## config.mk

```make
export PLATFORM = sky130hd
export DESIGN_NAME = fb_port_arbiter
export DESIGN_NICKNAME = d
export VERILOG_FILES = /design/src/rtl/fb_port_arbiter.sv
export SDC_FILE = /design/constraint.sdc
export NUM_CORES = 1
export LEC_CHECK = 0
export BUFFER_PORTS_ARGS = -buffer_cell sky130_fd_sc_hd__buf_4
export CORE_UTILIZATION = 30
export CTS_BUF_LIST = sky130_fd_sc_hd__clkbuf_4 sky130_fd_sc_hd__clkbuf_8
export CTS_CLUSTER_DIAMETER = 150
export CTS_CLUSTER_SIZE = 14
export DETAILED_ROUTE_END_ITERATION = 8
export MAX_ROUTING_LAYER = met4
export PLACE_DENSITY = 0.6
export SLEW_MARGIN = 20
export SYNTH_ARGS = -nofsm -noshare
export SYNTH_HDL_FRONTEND = slang
export SYNTH_SLANG_ARGS = --single-unit
export TNS_END_PERCENT = 1
```

## constraint.sdc

```tcl
create_clock -name vga_clk -period 3.4 [get_ports vga_clk]
set_clock_uncertainty 0.1 [all_clocks]
set_input_delay 0.68 -clock vga_clk [delete_from_list [all_inputs] [get_ports vga_clk]]
set_output_delay 0.68 -clock vga_clk [all_outputs]
set_load 0.005 [all_outputs]
```

## src/rtl/fb_port_arbiter.sv

```systemverilog
// Frame-buffer port arbiter: VGA scan-out owns fixed slots on a single-port RAM,
// and a pixel writer and a pixel reader share the remaining cycles round-robin.
module fb_port_arbiter #(
   parameter int SRC_W  = 160,
   parameter int SRC_H  = 120,
   parameter int ADDR_W = 15,
   parameter int DATA_W = 16
) (
   input  logic              vga_clk,
   input  logic              sys_rst_n,
   input  logic [9:0]        pix_x,
   input  logic [9:0]        pix_y,
   output logic [DATA_W-1:0] pix_data,
   input  logic              wr_valid,
   input  logic [ADDR_W-1:0] wr_addr,
   input  logic [DATA_W-1:0] wr_data,
   output logic              wr_ready,
   input  logic              rd_valid,
   input  logic [ADDR_W-1:0] rd_addr,
   output logic              rd_ready,
   output logic              rd_rvalid,
   output logic [DATA_W-1:0] rd_rdata,
   output logic              mem_en,
   output logic              mem_we,
   output logic [ADDR_W-1:0] mem_addr,
   output logic [DATA_W-1:0] mem_wdata,
   input  logic [DATA_W-1:0] mem_rdata
);

   localparam logic [ADDR_W-1:0] FB_WORDS  = ADDR_W'(SRC_W * SRC_H);
   localparam logic [9:0]        PIX_NONE  = 10'h3FF;
   localparam logic [9:0]        X_LAST    = 10'd639;
   localparam logic [9:0]        X_COL_END = 10'd636;
   localparam logic [9:0]        Y_LAST    = 10'd479;

   // Row-to-address scaling for the 160-pixel source stride, shift-and-add form.
   function automatic logic [ADDR_W-1:0] times_src_w(input logic [ADDR_W-1:0] r);
      return (r << 7) + (r << 5);
   endfunction

   logic              disp_pend_q, disp_pend_d;
   logic              rd_pend_q,   rd_pend_d;
   logic              rd_oor_q,    rd_oor_d;
   logic              prio_rd_q,   prio_rd_d;
   logic              rd_rvalid_q, rd_rvalid_d;
   logic [DATA_W-1:0] rd_rdata_q,  rd_rdata_d;
   logic [DATA_W-1:0] pix_data_q,  pix_data_d;

   logic              x_active, col_slot, pre_slot, disp_slot;
   logic [ADDR_W-1:0] py_a, px_a, next_row, disp_addr;
   logic              wr_oor, rd_oor, wr_gnt, rd_gnt;

   // NOTE: every signal assigned in an always_comb gets a value on every path
   // (here by straight-line code or defaults first), otherwise a latch is inferred.
   always_comb begin
      py_a      = ADDR_W'(pix_y);
      px_a      = ADDR_W'(pix_x);
      x_active  = (pix_x != PIX_NONE);
      col_slot  = x_active && (pix_x[1:0] == 2'd2) && (pix_x < X_COL_END);
      pre_slot  = x_active && (pix_x == X_LAST);
      disp_slot = col_slot || pre_slot;
      // Last visible line wraps the prefetch back to source row 0.
      next_row  = (pix_y == Y_LAST) ? '0 : ((py_a + ADDR_W'(1)) >> 2);
      disp_addr = col_slot ? times_src_w(py_a >> 2) + (px_a >> 2) + ADDR_W'(1)
                           : times_src_w(next_row);
   end

   always_comb begin
      wr_oor = (wr_addr >= FB_WORDS);
      rd_oor = (rd_addr >= FB_WORDS);
      wr_gnt = !disp_slot && wr_valid && (!rd_valid || !prio_rd_q);
      rd_gnt = !disp_slot && rd_valid && (!wr_valid || prio_rd_q);
   end

   always_comb begin
      mem_en    = 1'b0;
      mem_we    = 1'b0;
      mem_addr  = '0;
      mem_wdata = '0;
      wr_ready  = sys_rst_n && wr_gnt;
      rd_ready  = sys_rst_n && rd_gnt;
      if (!sys_rst_n) begin
         mem_en = 1'b0;
      end else if (disp_slot) begin
         mem_en   = 1'b1;
         mem_addr = disp_addr;
      end else if (wr_gnt && !wr_oor) begin
         mem_en    = 1'b1;
         mem_we    = 1'b1;
         mem_addr  = wr_addr;
         mem_wdata = wr_data;
      end else if (rd_gnt && !rd_oor) begin
         mem_en   = 1'b1;
         mem_addr = rd_addr;
      end
   end

   always_comb begin
      disp_pend_d = disp_slot;
      rd_pend_d   = rd_gnt;
      rd_oor_d    = rd_gnt && rd_oor;
      prio_rd_d   = prio_rd_q;
      if (wr_gnt) begin
         prio_rd_d = 1'b1;
      end else if (rd_gnt) begin
         prio_rd_d = 1'b0;
      end
      rd_rvalid_d = rd_pend_q;
      rd_rdata_d  = rd_rdata_q;
      if (rd_pend_q) begin
         rd_rdata_d = rd_oor_q ? '0 : mem_rdata;
      end
      pix_data_d = disp_pend_q ? mem_rdata : pix_data_q;
   end

   // NOTE: state flops use non-blocking assignment so every flop samples the
   // pre-edge value of its inputs, matching real register behaviour.
   always_ff @(posedge vga_clk or negedge sys_rst_n) begin
      if (!sys_rst_n) begin
         disp_pend_q <= 1'b0;
         rd_pend_q   <= 1'b0;
         rd_oor_q    <= 1'b0;
         prio_rd_q   <= 1'b0;
         rd_rvalid_q <= 1'b0;
         rd_rdata_q  <= '0;
         pix_data_q  <= '0;
      end else begin
         disp_pend_q <= disp_pend_d;
         rd_pend_q   <= rd_pend_d;
         rd_oor_q    <= rd_oor_d;
         prio_rd_q   <= prio_rd_d;
         rd_rvalid_q <= rd_rvalid_d;
         rd_rdata_q  <= rd_rdata_d;
         pix_data_q  <= pix_data_d;
      end
   end

   assign pix_data  = pix_data_q;
   assign rd_rvalid = rd_rvalid_q;
   assign rd_rdata  = rd_rdata_q;

endmodule

```

==> impl_metrics.ini <==
[timing]
fmax_ghz = 0.261
finalCriticalPeriod_ps = 3830
slew_headroom_pct = 38.6
rsz0062_at_grt = yes
fin_tns_setup_ps = -2180
slew_violations = 0
worst_slew_pin_slew_ps = 920
setup_viol = 6
hold_viol_final = 0
final.setup.worst_slack_ps = -433
finalCritPeriodShare_pct = 113
hold-worst-slack_ps = 410

[cells_and_area]
area_growth_pct = 60.7
final_common_cell = buf_4
fin_util_pct = 50.1
final_layout_size_suffix_gt1_share_pct = 49.3
nets = 709
final_area_mm2 = 0.00547
mostFrequentLayoutCells = buf_4, dfrtp_1, o21ai_0
diodes = 0

[floorplan]
core.rowCount = 38
dieArea_mm2 = 0.0118
fp.dieW_um = 109
start_util_pct = 31.2
core-area_mm2 = 0.0109
dieHeight_um = 109
ioPinCount = 154

[worst_setup_path]
cp-end-kind = output pin
worstSetupPathType = input pin to output pin
crit_arrival_ps = 3050
cp_data_required_time_ps = 2620
timing.rr.end = pix_data[11]
r2r-start = disp_pend_q
reg2reg_slack_ps = 1950
r2r_cells = 1
cp-start-kind = input pin
cp_max_fo = 5

[synthesis]
synth_ff_type = dfrtp_1
synth_top_family_by_area = compound AO/OA/AOI/OAI gates
synthMuxAreaShare_pct = 6.76
synthXorXnorAreaFrac_pct = 3.60
synth_edf_count = 0
synthCells = 381
async_flop_share_pct = 100
ys_ff_latch = 37
synthAdderAreaFrac_pct = 9.40
syn_area_mm2 = 0.00341
yosys.area_share.simple_pct = 21.8
synth_warnings = 0
synth_cell_types = 70
synthesis.nets = 492
avgSynthCellArea_um2 = 8.94
synth_compound_area_share_pct = 25.7
yosysSeqAreaShare_pct = 27.2

[clock_network]
clk_latency_ps = 280
clkSinkCount = 37
cts-buffers-inserted = 5
clock_path_buffers = 2
cts-root-buf = clkbuf_8
htree_levels = 2
cts_tree = built
clk_pin_slew_worst_paths_ps = 70

[placement]
numPortBuffers = 153
dp_slack_ps = -535
gp_congestion = 0.826
place_area_mm2 = 0.00527
dp_hpwl_mm = 9.41

[worst_hold_path]
whs_endpoint = pix_data[12]
min_path_type = register to register
holdPathStages = 1
hold_start = pix_data[12]

[pwr]
p_leak_uw = 0.00263
peakVddDrop_mv = 0.194
powerDensity_mw_per_mm2 = 305

[routing]
drc_errors = 0
wl_mm = 11.5
drt_iter0_drc = 153
wl_per_cell_um = 15.5
firstDrtPassIters = 4
ant_nets = 0
viasPerCell = 5.16
vias = 3811

[grt]
grt_max_degree = 38
grt.total_usage_pct = 20.0
antenna_found_initial = 0
grt_pass1_wl_mm = 17.9
grt_pass1_vias = 3754
globalRouteOverflowTotal = 0

[run_status]
violations = negative setup slack
status = finished, violations left

[flow_run]
cap_viol_max_count = 0
-- metrics by stage --
step / total power [uW] / cells
floorplan: 910 / 381
global placement: 1330 / 730
detailed placement: 1340 / 730
CTS: 1670 / 738
global route: 1780 / 738
finish: 1670 / 738
-- cells by family after synthesis --
family	after synthesis
AND/OR/NAND/NOR	123
AO/OA/AOI/OAI	117
buffers and inverters	44
flip-flops	37
XOR/XNOR	14
multiplexers	21
adder cells (fa/ha/maj)	25
-- Yosys cell counts (all sizes together), types with 2 or more instances --
master,count,share of area [%]
dfrtp,37,27
o21ai,36,5.4
inv,25,2.8
ha,24,8.8
nand2,21,2.3
nor2,21,3.0
and2,19,3.5
nand3b,17,3.7
mux2,16,5.3
nor3,12,1.8
a21oi,11,1.7
clkbuf,11,1.2
a211oi,10,2.9
a221oi,10,2.8
xnor2,10,2.6
buf,8,1.5
a31oi,7,1.7
a21o,6,1.3
and3,5,0.92
and4,5,1.3
mux2i,5,1.5
nand2b,4,0.73
nand3,4,0.73
nand4,4,1.2
o211ai,4,0.88
o31ai,4,0.88
xor2,4,1.0
a221o,3,0.88
nor2b,3,0.55
o32ai,3,0.77
a2111oi,2,1.1
a211o,2,0.51
a22o,2,0.51
a31o,2,0.51
a32oi,2,0.51
o21a,2,0.44
o221ai,2,0.51
o311ai,2,0.51
-- repair_timing --
| action | CTS | global route |
|---|---|---|
| hold buffers | 0 | 0 |
| resized for setup | 13 | 13 |
| buffers inserted | 1 | 0 |
| setup endpoints to repair | 23 | 10 |
| pin swaps | 12 | 1 |
-- layout make-up --
class / count / area, um2
fill: 1071 / 5460
multi-input combinational: 300 / 2420
timing repair buffer: 229 / 1760
sequential: 37 / 926
tap: 140 / 175
inverter: 25 / 104
clock buffer: 7 / 90.1
-- worst max-delay path, stage by stage --
cell	delay [ps]
buf_4	90
and4_4	250
nand2_2	100
o31ai_4	230
o31ai_1	110
ha_1	340
a21o_1	190
a31o_2	260
nor2b_1	130
mux2i_1	130
o211ai_1	120
a211oi_2	260
buf_4	150
-- routing by layer --
layer | track usage, % | vias up | share of wire [%]
met5 | - | - | 0
met4 | 5.21 | 0 | 1.5
met3 | 1.57 | 13 | 5.8
met2 | 34.7 | 146 | 48
met1 | 24.9 | 1792 | 44
li1 | - | 1860 | -
-- where the power goes --
group	switching [uW]	leakage [uW]	total [uW]	internal [uW]
registers	61.0	0.000451	581	520
logic	334	0.00213	778	444
clock network	143	0.0000477	312	169
total	539	0.00263	1670	1130
-- how the worst max path moves through the flow --
stage | from | cells after the start | endpoint | slack [ps]
4_1_cts | pix_y[2] | 12 | mem_addr[13] | -450
5_1_grt | pix_y[1] | 13 | mem_addr[14] | -530
2_1_floorplan | pix_y[2] | 10 | mem_addr[13] | -80
3_3_place_gp | pix_y[2] | 12 | mem_addr[13] | -470
6_report | pix_y[1] | 13 | mem_addr[14] | -430
3_5_place_dp | pix_y[2] | 12 | mem_addr[13] | -540
-- flip-flops by register name (all words and copies together) (netlist names) --
name         cells
pix_data        16
rd_rdata        16
disp_pend_q      1
prio_rd_q        1
rd_oor_q         1
rd_pend_q        1
rd_rvalid        1
No activity file was read; power rests on OpenSTA's default activity.
